==> config.mk <==
export PLATFORM = sky130hd
export DESIGN_NAME = issue_stage_flat
export DESIGN_NICKNAME = d
export VERILOG_FILES = /design/src/rtl/issue_stage_if.sv /design/src/rtl/issue_stage.sv /design/src/flat_wrapper.sv
export SDC_FILE = /design/constraint.sdc
export NUM_CORES = 1
export LEC_CHECK = 0
export BUFFER_PORTS_ARGS = -buffer_cell sky130_fd_sc_hd__buf_2
export CORE_ASPECT_RATIO = 1.4
export CORE_MARGIN = 4
export CORE_UTILIZATION = 30
export CTS_CLUSTER_DIAMETER = 60
export DETAILED_ROUTE_END_ITERATION = 16
export PLACE_DENSITY = 0.57
export SLEW_MARGIN = 0
export SYNTH_ARGS = -nofsm -noshare
export SYNTH_HDL_FRONTEND = slang
export SYNTH_SLANG_ARGS = --single-unit
==> constraint.sdc <==
create_clock -name clk -period 4.1 [get_ports clk]
set_input_delay 0 -clock clk [delete_from_list [all_inputs] [get_ports clk]]
set_output_delay 0 -clock clk [all_outputs]
set_load 0.1 [all_outputs]
==> src/rtl/issue_stage_if.sv <==
// IFetch -> issue handshake bundle.
// Master is the fetch unit, slave is issue_stage.
interface issue_stage_if #(
  parameter int XLEN = 32
);
  logic            if_valid;
  logic            if_ready;
  logic [31:0]     if_inst;
  logic [XLEN-1:0] if_pc;
  logic            if_pre_j;

  modport master (
    output if_valid, if_inst, if_pc, if_pre_j,
    input  if_ready
  );

  modport slave (
    input  if_valid, if_inst, if_pc, if_pre_j,
    output if_ready
  );
endinterface

==> src/rtl/issue_stage.sv <==
// RV32I decode-and-issue slot: resolves operands at accept,
// snoops the CDB while held, fires into RS/LSB and ROB.
module issue_stage #(
  parameter int ROB_W   = 4,
  parameter int NUM_CDB = 2,
  parameter int XLEN    = 32
) (
  input  logic                     clk,
  input  logic                     rst,
  input  logic                     rdy,
  input  logic                     rollback,
  issue_stage_if.slave             fe,
  output logic [4:0]               reg_rs1,
  output logic [4:0]               reg_rs2,
  input  logic                     reg_rs1_rdy,
  input  logic [XLEN-1:0]          reg_rs1_val,
  input  logic [ROB_W-1:0]         reg_rs1_rob,
  input  logic                     reg_rs2_rdy,
  input  logic [XLEN-1:0]          reg_rs2_val,
  input  logic [ROB_W-1:0]         reg_rs2_rob,
  output logic [ROB_W-1:0]         rob_q1_pos,
  output logic [ROB_W-1:0]         rob_q2_pos,
  input  logic                     rob_q1_rdy,
  input  logic [XLEN-1:0]          rob_q1_val,
  input  logic                     rob_q2_rdy,
  input  logic [XLEN-1:0]          rob_q2_val,
  input  logic [ROB_W-1:0]         rob_alloc_pos,
  input  logic                     rob_full,
  input  logic                     rs_full,
  input  logic                     lsb_full,
  input  logic [NUM_CDB-1:0]       cdb_valid,
  input  logic [NUM_CDB*ROB_W-1:0] cdb_rob,
  input  logic [NUM_CDB*XLEN-1:0]  cdb_val,
  output logic                     issue,
  output logic                     rs_en,
  output logic                     lsb_en,
  output logic [ROB_W-1:0]         rob_pos,
  output logic [6:0]               opcode,
  output logic [2:0]               funct3,
  output logic                     funct7,
  output logic [4:0]               rd,
  output logic [XLEN-1:0]          imm,
  output logic [XLEN-1:0]          pc,
  output logic                     pre_j,
  output logic                     rs1_rdy,
  output logic [XLEN-1:0]          rs1_val,
  output logic [ROB_W-1:0]         rs1_rob,
  output logic                     rs2_rdy,
  output logic [XLEN-1:0]          rs2_val,
  output logic [ROB_W-1:0]         rs2_rob,
  output logic                     st_ready,
  output logic                     illegal
);

  typedef enum logic {EMPTY, HELD} state_t;

  typedef struct packed {
    logic             rdy;
    logic [XLEN-1:0]  val;
    logic [ROB_W-1:0] rob;
  } opnd_t;

  localparam logic [6:0] OP_LUI   = 7'b0110111;
  localparam logic [6:0] OP_AUIPC = 7'b0010111;
  localparam logic [6:0] OP_JAL   = 7'b1101111;
  localparam logic [6:0] OP_JALR  = 7'b1100111;
  localparam logic [6:0] OP_BR    = 7'b1100011;
  localparam logic [6:0] OP_LD    = 7'b0000011;
  localparam logic [6:0] OP_ST    = 7'b0100011;
  localparam logic [6:0] OP_IMM   = 7'b0010011;
  localparam logic [6:0] OP_REG   = 7'b0110011;

  localparam opnd_t NO_OPND = '{rdy: 1'b1, val: '0, rob: '0};

  state_t state, state_nxt;

  logic       s_lsb;
  opnd_t      s_op1, s_op2;
  opnd_t      op1, op2, n1, n2;
  logic       fire, accept, tgt_full;
  logic [31:0] inst;

  logic [6:0]  d_op;
  logic [2:0]  d_f3;
  logic        d_f7;
  logic [4:0]  d_rd;
  logic [31:0] d_imm;
  logic        d_st, d_ill, d_lsb, use1, use2;
  logic [ROB_W-1:0] tag;

  // Lowest channel wins: scan high to low so low overwrites.
  function automatic opnd_t snoop(opnd_t o);
    opnd_t r;
    r = o;
    if (!o.rdy) begin
      for (int i = NUM_CDB - 1; i >= 0; i--) begin
        if (cdb_valid[i] && cdb_rob[i*ROB_W +: ROB_W] == o.rob) begin
          r.rdy = 1'b1;
          r.val = cdb_val[i*XLEN +: XLEN];
        end
      end
    end
    return r;
  endfunction

  function automatic opnd_t resolve(
    logic [4:0]       idx,
    logic             rr,
    logic [XLEN-1:0]  rv,
    logic [ROB_W-1:0] rrob,
    logic             qr,
    logic [XLEN-1:0]  qv
  );
    opnd_t r;
    r = '{rdy: 1'b0, val: '0, rob: rrob};
    if (idx == 5'd0)
      r = NO_OPND;
    else if (fire && rd != 5'd0 && rd == idx)
      r = '{rdy: 1'b0, val: '0, rob: rob_pos};
    else if (rr)
      r = '{rdy: 1'b1, val: rv, rob: '0};
    else if (qr)
      r = '{rdy: 1'b1, val: qv, rob: '0};
    else
      r = snoop(r);
    return r;
  endfunction

  assign inst       = fe.if_inst;
  assign reg_rs1    = inst[19:15];
  assign reg_rs2    = inst[24:20];
  assign rob_q1_pos = reg_rs1_rob;
  assign rob_q2_pos = reg_rs2_rob;

  assign tgt_full    = s_lsb ? lsb_full : rs_full;
  assign fire        = state == HELD && !rob_full && !tgt_full
                       && !rollback && rdy;
  assign fe.if_ready = rdy && !rst && !rollback
                       && (state == EMPTY || fire);
  assign accept      = fe.if_valid && fe.if_ready;

  assign issue  = fire;
  assign rs_en  = fire && !s_lsb;
  assign lsb_en = fire && s_lsb;
  assign tag    = fire ? rob_alloc_pos + ROB_W'(1) : rob_alloc_pos;

  always_comb begin
    d_op  = inst[6:0];
    d_f3  = inst[14:12];
    d_f7  = inst[30];
    d_rd  = inst[11:7];
    d_imm = '0;
    d_st  = 1'b0;
    d_ill = 1'b0;
    d_lsb = 1'b0;
    use1  = 1'b1;
    use2  = 1'b1;
    unique case (1'b1)
      d_op == OP_LUI, d_op == OP_AUIPC: begin
        d_imm = {inst[31:12], 12'b0};
        use1  = 1'b0;
        use2  = 1'b0;
      end
      d_op == OP_JAL: begin
        d_imm = {{12{inst[31]}}, inst[19:12], inst[20],
                 inst[30:21], 1'b0};
        use1  = 1'b0;
        use2  = 1'b0;
      end
      d_op == OP_JALR: begin
        d_imm = {{20{inst[31]}}, inst[31:20]};
        use2  = 1'b0;
      end
      d_op == OP_BR: begin
        d_imm = {{20{inst[31]}}, inst[7], inst[30:25],
                 inst[11:8], 1'b0};
        d_rd  = 5'd0;
      end
      d_op == OP_LD: begin
        d_imm = {{20{inst[31]}}, inst[31:20]};
        d_lsb = 1'b1;
        use2  = 1'b0;
      end
      d_op == OP_ST: begin
        d_imm = {{20{inst[31]}}, inst[31:25], inst[11:7]};
        d_rd  = 5'd0;
        d_st  = 1'b1;
        d_lsb = 1'b1;
      end
      d_op == OP_IMM: begin
        d_imm = {{20{inst[31]}}, inst[31:20]};
        use2  = 1'b0;
        if (d_f3 != 3'b101) d_f7 = 1'b0;
      end
      d_op == OP_REG: begin
      end
      default: begin
        // Unknown opcodes travel as a nop with no dependencies.
        d_ill = 1'b1;
        d_rd  = 5'd0;
        use1  = 1'b0;
        use2  = 1'b0;
      end
    endcase
  end

  always_comb begin
    op1 = NO_OPND;
    op2 = NO_OPND;
    if (use1)
      op1 = resolve(inst[19:15], reg_rs1_rdy, reg_rs1_val,
                    reg_rs1_rob, rob_q1_rdy, rob_q1_val);
    if (use2)
      op2 = resolve(inst[24:20], reg_rs2_rdy, reg_rs2_val,
                    reg_rs2_rob, rob_q2_rdy, rob_q2_val);
    n1 = s_op1;
    n2 = s_op2;
    if (state == HELD) begin
      n1 = snoop(s_op1);
      n2 = snoop(s_op2);
    end
  end

  assign rs1_rdy = n1.rdy;
  assign rs1_val = n1.val;
  assign rs1_rob = n1.rob;
  assign rs2_rdy = n2.rdy;
  assign rs2_val = n2.val;
  assign rs2_rob = n2.rob;

  always_comb begin
    state_nxt = state;
    if (rollback)
      state_nxt = EMPTY;
    else if (rdy) begin
      if (accept)
        state_nxt = HELD;
      else if (fire)
        state_nxt = EMPTY;
    end
  end

  always_ff @(posedge clk) begin
    if (rst) state <= EMPTY;
    else     state <= state_nxt;
  end

  always_ff @(posedge clk) begin
    if (rst) begin
      s_lsb    <= 1'b0;
      s_op1    <= NO_OPND;
      s_op2    <= NO_OPND;
      rob_pos  <= '0;
      opcode   <= '0;
      funct3   <= '0;
      funct7   <= 1'b0;
      rd       <= '0;
      imm      <= '0;
      pc       <= '0;
      pre_j    <= 1'b0;
      st_ready <= 1'b0;
      illegal  <= 1'b0;
    end else if (rdy && !rollback) begin
      if (accept) begin
        s_lsb    <= d_lsb;
        s_op1    <= op1;
        s_op2    <= op2;
        rob_pos  <= tag;
        opcode   <= d_op;
        funct3   <= d_f3;
        funct7   <= d_f7;
        rd       <= d_rd;
        imm      <= XLEN'($signed(d_imm));
        pc       <= fe.if_pc;
        pre_j    <= fe.if_pre_j;
        st_ready <= d_st;
        illegal  <= d_ill;
      end else begin
        s_op1 <= n1;
        s_op2 <= n2;
      end
    end
  end

endmodule

==> src/flat_wrapper.sv <==
// flat-port wrapper written by rule: the top's interface ports become plain ports
module issue_stage_flat 
#(
  parameter int ROB_W   = 4,
  parameter int NUM_CDB = 2,
  parameter int XLEN    = 32
)
  (clk, rst, rdy, rollback, reg_rs1, reg_rs2, reg_rs1_rdy, reg_rs1_val, reg_rs1_rob, reg_rs2_rdy, reg_rs2_val, reg_rs2_rob, rob_q1_pos, rob_q2_pos, rob_q1_rdy, rob_q1_val, rob_q2_rdy, rob_q2_val, rob_alloc_pos, rob_full, rs_full, lsb_full, cdb_valid, cdb_rob, cdb_val, issue, rs_en, lsb_en, rob_pos, opcode, funct3, funct7, rd, imm, pc, pre_j, rs1_rdy, rs1_val, rs1_rob, rs2_rdy, rs2_val, rs2_rob, st_ready, illegal, fe_if_valid, fe_if_inst, fe_if_pc, fe_if_pre_j, fe_if_ready);
  issue_stage_if #(.XLEN(XLEN)) fe_i ();
  input  logic clk;
  input  logic rst;
  input  logic rdy;
  input  logic rollback;
  output logic [4:0] reg_rs1;
  output logic [4:0] reg_rs2;
  input  logic reg_rs1_rdy;
  input  logic [XLEN-1:0] reg_rs1_val;
  input  logic [ROB_W-1:0] reg_rs1_rob;
  input  logic reg_rs2_rdy;
  input  logic [XLEN-1:0] reg_rs2_val;
  input  logic [ROB_W-1:0] reg_rs2_rob;
  output logic [ROB_W-1:0] rob_q1_pos;
  output logic [ROB_W-1:0] rob_q2_pos;
  input  logic rob_q1_rdy;
  input  logic [XLEN-1:0] rob_q1_val;
  input  logic rob_q2_rdy;
  input  logic [XLEN-1:0] rob_q2_val;
  input  logic [ROB_W-1:0] rob_alloc_pos;
  input  logic rob_full;
  input  logic rs_full;
  input  logic lsb_full;
  input  logic [NUM_CDB-1:0] cdb_valid;
  input  logic [NUM_CDB*ROB_W-1:0] cdb_rob;
  input  logic [NUM_CDB*XLEN-1:0] cdb_val;
  output logic issue;
  output logic rs_en;
  output logic lsb_en;
  output logic [ROB_W-1:0] rob_pos;
  output logic [6:0] opcode;
  output logic [2:0] funct3;
  output logic funct7;
  output logic [4:0] rd;
  output logic [XLEN-1:0] imm;
  output logic [XLEN-1:0] pc;
  output logic pre_j;
  output logic rs1_rdy;
  output logic [XLEN-1:0] rs1_val;
  output logic [ROB_W-1:0] rs1_rob;
  output logic rs2_rdy;
  output logic [XLEN-1:0] rs2_val;
  output logic [ROB_W-1:0] rs2_rob;
  output logic st_ready;
  output logic illegal;
  input wire logic [$bits(fe_i.if_valid)-1:0] fe_if_valid;
  input wire logic [$bits(fe_i.if_inst)-1:0] fe_if_inst;
  input wire logic [$bits(fe_i.if_pc)-1:0] fe_if_pc;
  input wire logic [$bits(fe_i.if_pre_j)-1:0] fe_if_pre_j;
  output wire logic [$bits(fe_i.if_ready)-1:0] fe_if_ready;
  assign fe_i.if_valid = fe_if_valid;
  assign fe_i.if_inst = fe_if_inst;
  assign fe_i.if_pc = fe_if_pc;
  assign fe_i.if_pre_j = fe_if_pre_j;
  assign fe_if_ready = fe_i.if_ready;
  issue_stage #(.ROB_W(ROB_W), .NUM_CDB(NUM_CDB), .XLEN(XLEN)) u_core (.clk(clk), .rst(rst), .rdy(rdy), .rollback(rollback), .fe(fe_i), .reg_rs1(reg_rs1), .reg_rs2(reg_rs2), .reg_rs1_rdy(reg_rs1_rdy), .reg_rs1_val(reg_rs1_val), .reg_rs1_rob(reg_rs1_rob), .reg_rs2_rdy(reg_rs2_rdy), .reg_rs2_val(reg_rs2_val), .reg_rs2_rob(reg_rs2_rob), .rob_q1_pos(rob_q1_pos), .rob_q2_pos(rob_q2_pos), .rob_q1_rdy(rob_q1_rdy), .rob_q1_val(rob_q1_val), .rob_q2_rdy(rob_q2_rdy), .rob_q2_val(rob_q2_val), .rob_alloc_pos(rob_alloc_pos), .rob_full(rob_full), .rs_full(rs_full), .lsb_full(lsb_full), .cdb_valid(cdb_valid), .cdb_rob(cdb_rob), .cdb_val(cdb_val), .issue(issue), .rs_en(rs_en), .lsb_en(lsb_en), .rob_pos(rob_pos), .opcode(opcode), .funct3(funct3), .funct7(funct7), .rd(rd), .imm(imm), .pc(pc), .pre_j(pre_j), .rs1_rdy(rs1_rdy), .rs1_val(rs1_val), .rs1_rob(rs1_rob), .rs2_rdy(rs2_rdy), .rs2_val(rs2_val), .rs2_rob(rs2_rob), .st_ready(st_ready), .illegal(illegal));
endmodule
### Yosys cells after proc, flatten, opt, wreduce, memory -nomap -nowiden

Index checks and enable logic that the tools add are counted.

| word-level totals | value |
|---|---|
| word-level logic and storage cells | 119 |
| bits in latches | 0 |
| bits of input ports | 291 |
| output and inout port bits | 183 |
| bits in read-only memories | 0 |
| bits in registers | 163 |
| memories | 0 |
| memory bits (writable) | 0 |

| operators by class | value |
|---|---|
| shift-type cells | 0 |
| magnitude comparators | 0 |
| add/sub/neg operators | 1 |
| equal/unequal tests | 20 |
| bitwise logic cells | 1 |
| reductions and logical operators | 42 |
| multipliers | 0 |
| mux-type cells | 37 |
| div/mod/pow operators | 0 |

Operator list:

| kind | count |
|---|---|
| 2-to-1 mux 37 bit | 14 |
| 2-to-1 mux 33 bit | 10 |
| one-hot mux 32 bit (5 select lines) | 1 |
| == test 4 bit | 8 |
| logical AND 1 bit | 22 |
| == test 7 x 6 -> 1 bit (second input constant) | 3 |
| == test 7 bit (second input constant) | 3 |
| == test 7 x 5 -> 1 bit (second input constant) | 2 |
| == test 5 bit | 2 |
| zero test 5 bit | 2 |
| 2-to-1 mux 1 bit | 10 |
| OR reduction 9 bit | 1 |
| == test 7 x 2 -> 1 bit (second input constant) | 1 |
| OR reduction 7 bit | 1 |
| OR reduction 2 bit | 3 |
| OR reduction 3 bit | 2 |
| OR reduction 6 bit | 1 |
| zero test 1 bit | 5 |
| 2-to-1 mux 5 bit | 1 |
| nonzero test 5 bit | 1 |
| adder 4 x 1 -> 4 bit (second input constant) | 1 |
| 2-to-1 mux 4 bit | 1 |
| AND reduction 2 bit | 2 |
| != test 3 bit (second input constant) | 1 |
| other kinds (3) | 3 |

### Depth between registers and ports, before layout

| depth | value |
|---|---|
| depth after elaboration | 11 |
| mapped depth | 9 |
| gate-level depth less buffers | 6 |

### Least setup slack after synthesis

No wires, ideal clock.

| timing path | value |
|---|---|
| path type | register to output |
| start point | register u_core.s_lsb |
| end point | output fe_if_ready |
| required time | 4.100 ns |
| buffers on the path | 0 |
| arrival time | 2.995 ns |
| stages on the path, launching flop included | 4 |
| slack | 1.105 ns |
| cells stage by stage | dfxtp_1 > mux2i_4 > nand2_1 > a21boi_0 |

| between the ends | value |
|---|---|
| cells in the longest elaborated chain, start to end | 7 |

Ends and longest elaborated chain:

| what | line | text |
|---|---|---|
| from (decl) | issue_stage.sv:77 | `logic s_lsb;` |
| from (signal assigned) | issue_stage.sv:265 | `s_lsb <= d_lsb;` |
| 2-to-1 mux 1 bit | issue_stage.sv:135 | `assign tgt_full = s_lsb ? lsb_full : rs_full;` |
| zero test 1 bit | issue_stage.sv:136 | `assign fire = state == HELD && !rob_full && !tgt_full` |
| logical AND 1 bit | issue_stage.sv:136 |  |
| logical AND 1 bit (2 in series) | issue_stage.sv:137 | `&& !rollback && rdy;` |
| logical OR 1 bit | issue_stage.sv:139 | `&& (state == EMPTY \|\| fire);` |
| logical AND 1 bit | issue_stage.sv:139 |  |
| to (decl) | flat_wrapper.sv:58 | `output wire logic [$bits(fe_i.if_ready)-1:0] fe_if_ready;` |

Every way passes these cells.

### Final worst setup path

| timing path | value |
|---|---|
| start point | input rollback |
| end point | register u_core.s_op1[5] in the netlist's numbering |

| between the ends | value |
|---|---|
| cells in the longest elaborated chain, start to end | 9 |
| elaborated cells between the ends (all ways) | 14 |
| classes of those cells | 4 x mux; 10 x reduce/logical |

Ends and longest elaborated chain:

| what | line | text |
|---|---|---|
| from (decl) | flat_wrapper.sv:13 | `input logic rollback;` |
| zero test 1 bit (*) | issue_stage.sv:137, issue_stage.sv:138, issue_stage.sv:263 |  |
| logical AND 1 bit (2 in series) | issue_stage.sv:137 |  |
| logical AND 1 bit (2 in series) | issue_stage.sv:118 | `else if (fire && rd != 5'd0 && rd == idx)` |
| 2-to-1 mux 37 bit | issue_stage.sv:118 |  |
| 2-to-1 mux 37 bit | issue_stage.sv:116 | `if (idx == 5'd0)` |
| 2-to-1 mux 37 bit | issue_stage.sv:210 | `if (use1)` |
| 2-to-1 mux 37 bit | issue_stage.sv:264 | `if (accept) begin` |
| to (signal assigned) | issue_stage.sv:266 | `s_op1 <= op1;` |
| to (signal assigned) | issue_stage.sv:279 | `s_op1 <= n1;` |
| to (decl) | issue_stage.sv:78 | `opnd_t s_op1, s_op2;` |

Mark *: on every way between the ends. The rest lies on a longest branch, timed or not.
A chain may end at the register's enable or synchronous reset.

==> metrics <==
cts repair resizes 0; area of the mapped netlist about 0.011 mm2; DRC violation count after routing 0; hold path cells 4; gate count after technology mapping between 1000 and 1500; Sw Pwr 1.38 mW; Final Wtd Congestion 0.863; Power Density 269 mW/mm2; overall die width 170 um; P_int 2.74 mW; antenna violations before repair 7; clock tree root buffer cell sky130_fd_sc_hd__clkbuf_16; Nets 2250; portion of total power attributed to combinational logic 23.0%; Starting DRT DRC Count 996; die area 0.0398 mm2; ratio of cells with drive above 1 in the final layout 28.3%; area fraction of the dominant cell type after synthesis 29.7%; reg2reg path depth 8; ports placed on the boundary between 400 and 500; pins over their slew limit 0; fraction of power consumed by the clock network 37.9%; measured slew at the worst slew-check pin 1210 ps; register bit total from synthesis between 150 and 200; TritonCTS buffer count 17; result of the run finished, final reports clean; most frequent cells in the layout sky130_fd_sc_hd__buf_2 (472), sky130_fd_sc_hd__nand2_1 (223), sky130_fd_sc_hd__nor2_1 (163), sky130_fd_sc_hd__dfxtp_1 (163), sky130_fd_sc_hd__dlygate4sd3_1 (145); TritonCTS clock tree built; antenna-violating nets left 0; number of synthesis warnings 0; Main synth FF type sky130_fd_sc_hd__dfxtp_1; average via count per standard cell 5.65; gr usage total 25.1%; clock-pin slew on the worst setup and hold paths approximately 70 ps; number of endpoints with negative hold slack in the final report 0; Post CTS Setup Buffer Count 0; CTS H-tree lvls 4; starting utilization of the core area 30.5%; number of fill cells in the layout 3705; number of global-route vias before repair 13600; maximum number of pins on one net before global-route repair 84; net count after synthesis 1744; critical path endpoint category flip-flop; Hold WC Path Type input port to flip-flop; drt pass-1 iters 6; area inside the core boundary between 0.03 and 0.04 mm2; Die Y-Extent 234 um; count of different cell masters after synthesis 78; setup repair after global routing missed its margin false; area overhead of the layout relative to synthesis 39.5%; hold_buf cts 145; leading cell types by total area after synthesis sky130_fd_sc_hd__dfxtp_1 (30%), sky130_fd_sc_hd__nand2_1 (7.7%), sky130_fd_sc_hd__a21oi_1 (6.1%), sky130_fd_sc_hd__nor2_1 (5.7%), sky130_fd_sc_hd__o22ai_1 (3.4%); total wire length 53400 um; Layout Skew 11.4 ps; WL per Instance between 20 and 25 um; global-route wire length before repair 78300 um; kind of start point of the critical path input port; proportion of total power due to net switching around 33%; critical path start-end classification input port to flip-flop; number of flops mapped to enable cells by yosys 0; Clock Path Buffers 2; worst skew pair latency 440 ps; gr ovfl total 0; post-route fraction of the period consumed by the critical path between 80% and 90%; setup violators final 0; sequential element share of the synthesized area 29.7%; commonest non-fill, non-tap cell in the layout sky130_fd_sc_hd__buf_2; half-perimeter wire length after placement between 30000 and 40000 um; count of input and output buffers 473; proportion of synthesized flip-flops having asynchronous set or reset 0%; critical path data arrival time roughly 4000 ps; post-route setup TNS 0 ps; worst hold slack 26.1 ps; Mapped Avg Cell Area around 7.6 um2; worst rel slew slack 19.1%; Cell Rows 82; Leak Pwr 6.68 nW; maximum fanout count along the critical path 66; required time of the critical path 4420 ps; highest ir drop seen on vdd 0.216 mV; Flop pwr share 39.1%; final critical delay including setup and external delays 3680 ps; Highest Clock Rate 0.272 GHz; reported max-cap violation count 0; Vias 13700; clock net sink count roughly 160; biggest area consumer among synthesized cells sky130_fd_sc_hd__dfxtp_1
[power by group through the flow]
stage / logic (mW) / clock network (mW) / registers, mW
final: 0.947 / 1.56 / 1.61
after detailed placement: 0.857 / 0 / 1.65
after global placement: 0.849 / 0 / 1.65
after CTS: 0.942 / 1.61 / 1.61
after global routing: 1.00 / 1.67 / 1.61
after floorplan: 0.390 / 0 / 1.78
[final timing paths]
check,slack [ps],endpoint,from
min,30,u_core.s_op1[26],cdb_val[54]
min reg2reg,450,u_core.pc[13],u_core.pc[13]
max,420,u_core.s_op1[5],rollback
max reg2reg,740,u_core.s_op1[5],u_core.state
[routing by layer]
metal	part of all wire [%]	vias to the layer above	global-route usage, %
li1	-	6352	-
met1	37	6579	27.9
met2	52	685	46.7
met3	8.0	122	5.16
met4	3.1	10	9.59
met5	0.13	-	0
[kinds of logic after synthesis]
logic type / count (synthesis) / synth area share, %
muxes: 35 / 3.33
DFF: 163 / 29.7
AOI/OAI and AO/OA: 499 / 32.3
adders and majority gates: 1 / 0.114
and+or+nand+nor: 545 / 23.0
buffers and inverters: 164 / 7.97
xor gates and xnor gates: 45 / 3.59
[stage by stage]
step	instance area, um2	instances	util [%]	power [mW]	worst slack (ps)
after floorplan	11000	1452	-	2.17	1100
after global placement	13300	2256	37.0	2.50	1470
after detailed placement	13300	2256	37.0	2.51	1460
after CTS	15300	2433	42.5	4.17	517
after global routing	15300	2434	42.5	4.28	230
final	15300	2435	42.6	4.12	417
[synthesized netlist by cell type (31+ instances only)]
| master | instances |
|---|---|
| sky130_fd_sc_hd__dfxtp_1 | 163 |
| sky130_fd_sc_hd__o22ai_1 | 59 |
| sky130_fd_sc_hd__o22a_1 | 32 |
| sky130_fd_sc_hd__nand2_1 | 224 |
| sky130_fd_sc_hd__a311oi_1 | 34 |
| sky130_fd_sc_hd__o21ai_0 | 49 |
| sky130_fd_sc_hd__nor2_1 | 166 |
| sky130_fd_sc_hd__nand3_1 | 51 |
| sky130_fd_sc_hd__mux2i_1 | 32 |
| sky130_fd_sc_hd__a211o_1 | 31 |
| sky130_fd_sc_hd__a221oi_1 | 36 |
| sky130_fd_sc_hd__a21oi_1 | 133 |
| sky130_fd_sc_hd__clkbuf_1 | 67 |
[final cells by class]
cell class                      count  area (um2)  share of cell area [%]
Antenna cell                        2        5.00                  0.0327
Inverter                           15        56.3                   0.367
Sequential cell                   163        3260                    21.3
Timing Repair Buffer              636        3960                    25.8
Clock buffer                       21         460                    3.00
Multi-Input combinational cell   1125        6910                    45.1
Clock inverter                     11        91.3                   0.596
Tap cell                          462         578                    3.77
[registers in the layout (all words and copies together) (netlist names)]
name	cells
u_core.rd	5
u_core.pre_j	1
u_core.illegal	1
u_core.state	1
u_core.s_lsb	1
u_core.funct7	1
u_core.rob_pos	4
u_core.opcode	7
u_core.imm	32
u_core.s_op2	37
u_core.s_op1	37
u_core.funct3	3
u_core.pc	32
u_core.st_ready	1
[critical path: stages]
cell                            delay, ps
sky130_fd_sc_hd__dlygate4sd3_1        560
sky130_fd_sc_hd__buf_2                150
sky130_fd_sc_hd__nor2b_4              170
sky130_fd_sc_hd__buf_4                780
sky130_fd_sc_hd__o21ai_0              260
sky130_fd_sc_hd__nor3_1               460
sky130_fd_sc_hd__nor3b_1              120
sky130_fd_sc_hd__a311oi_1             250
sky130_fd_sc_hd__dlygate4sd3_1        590
sky130_fd_sc_hd__o21ai_1               70
sky130_fd_sc_hd__dlygate4sd3_1        580
Note: power is estimated with default switching activity, not from simulation.
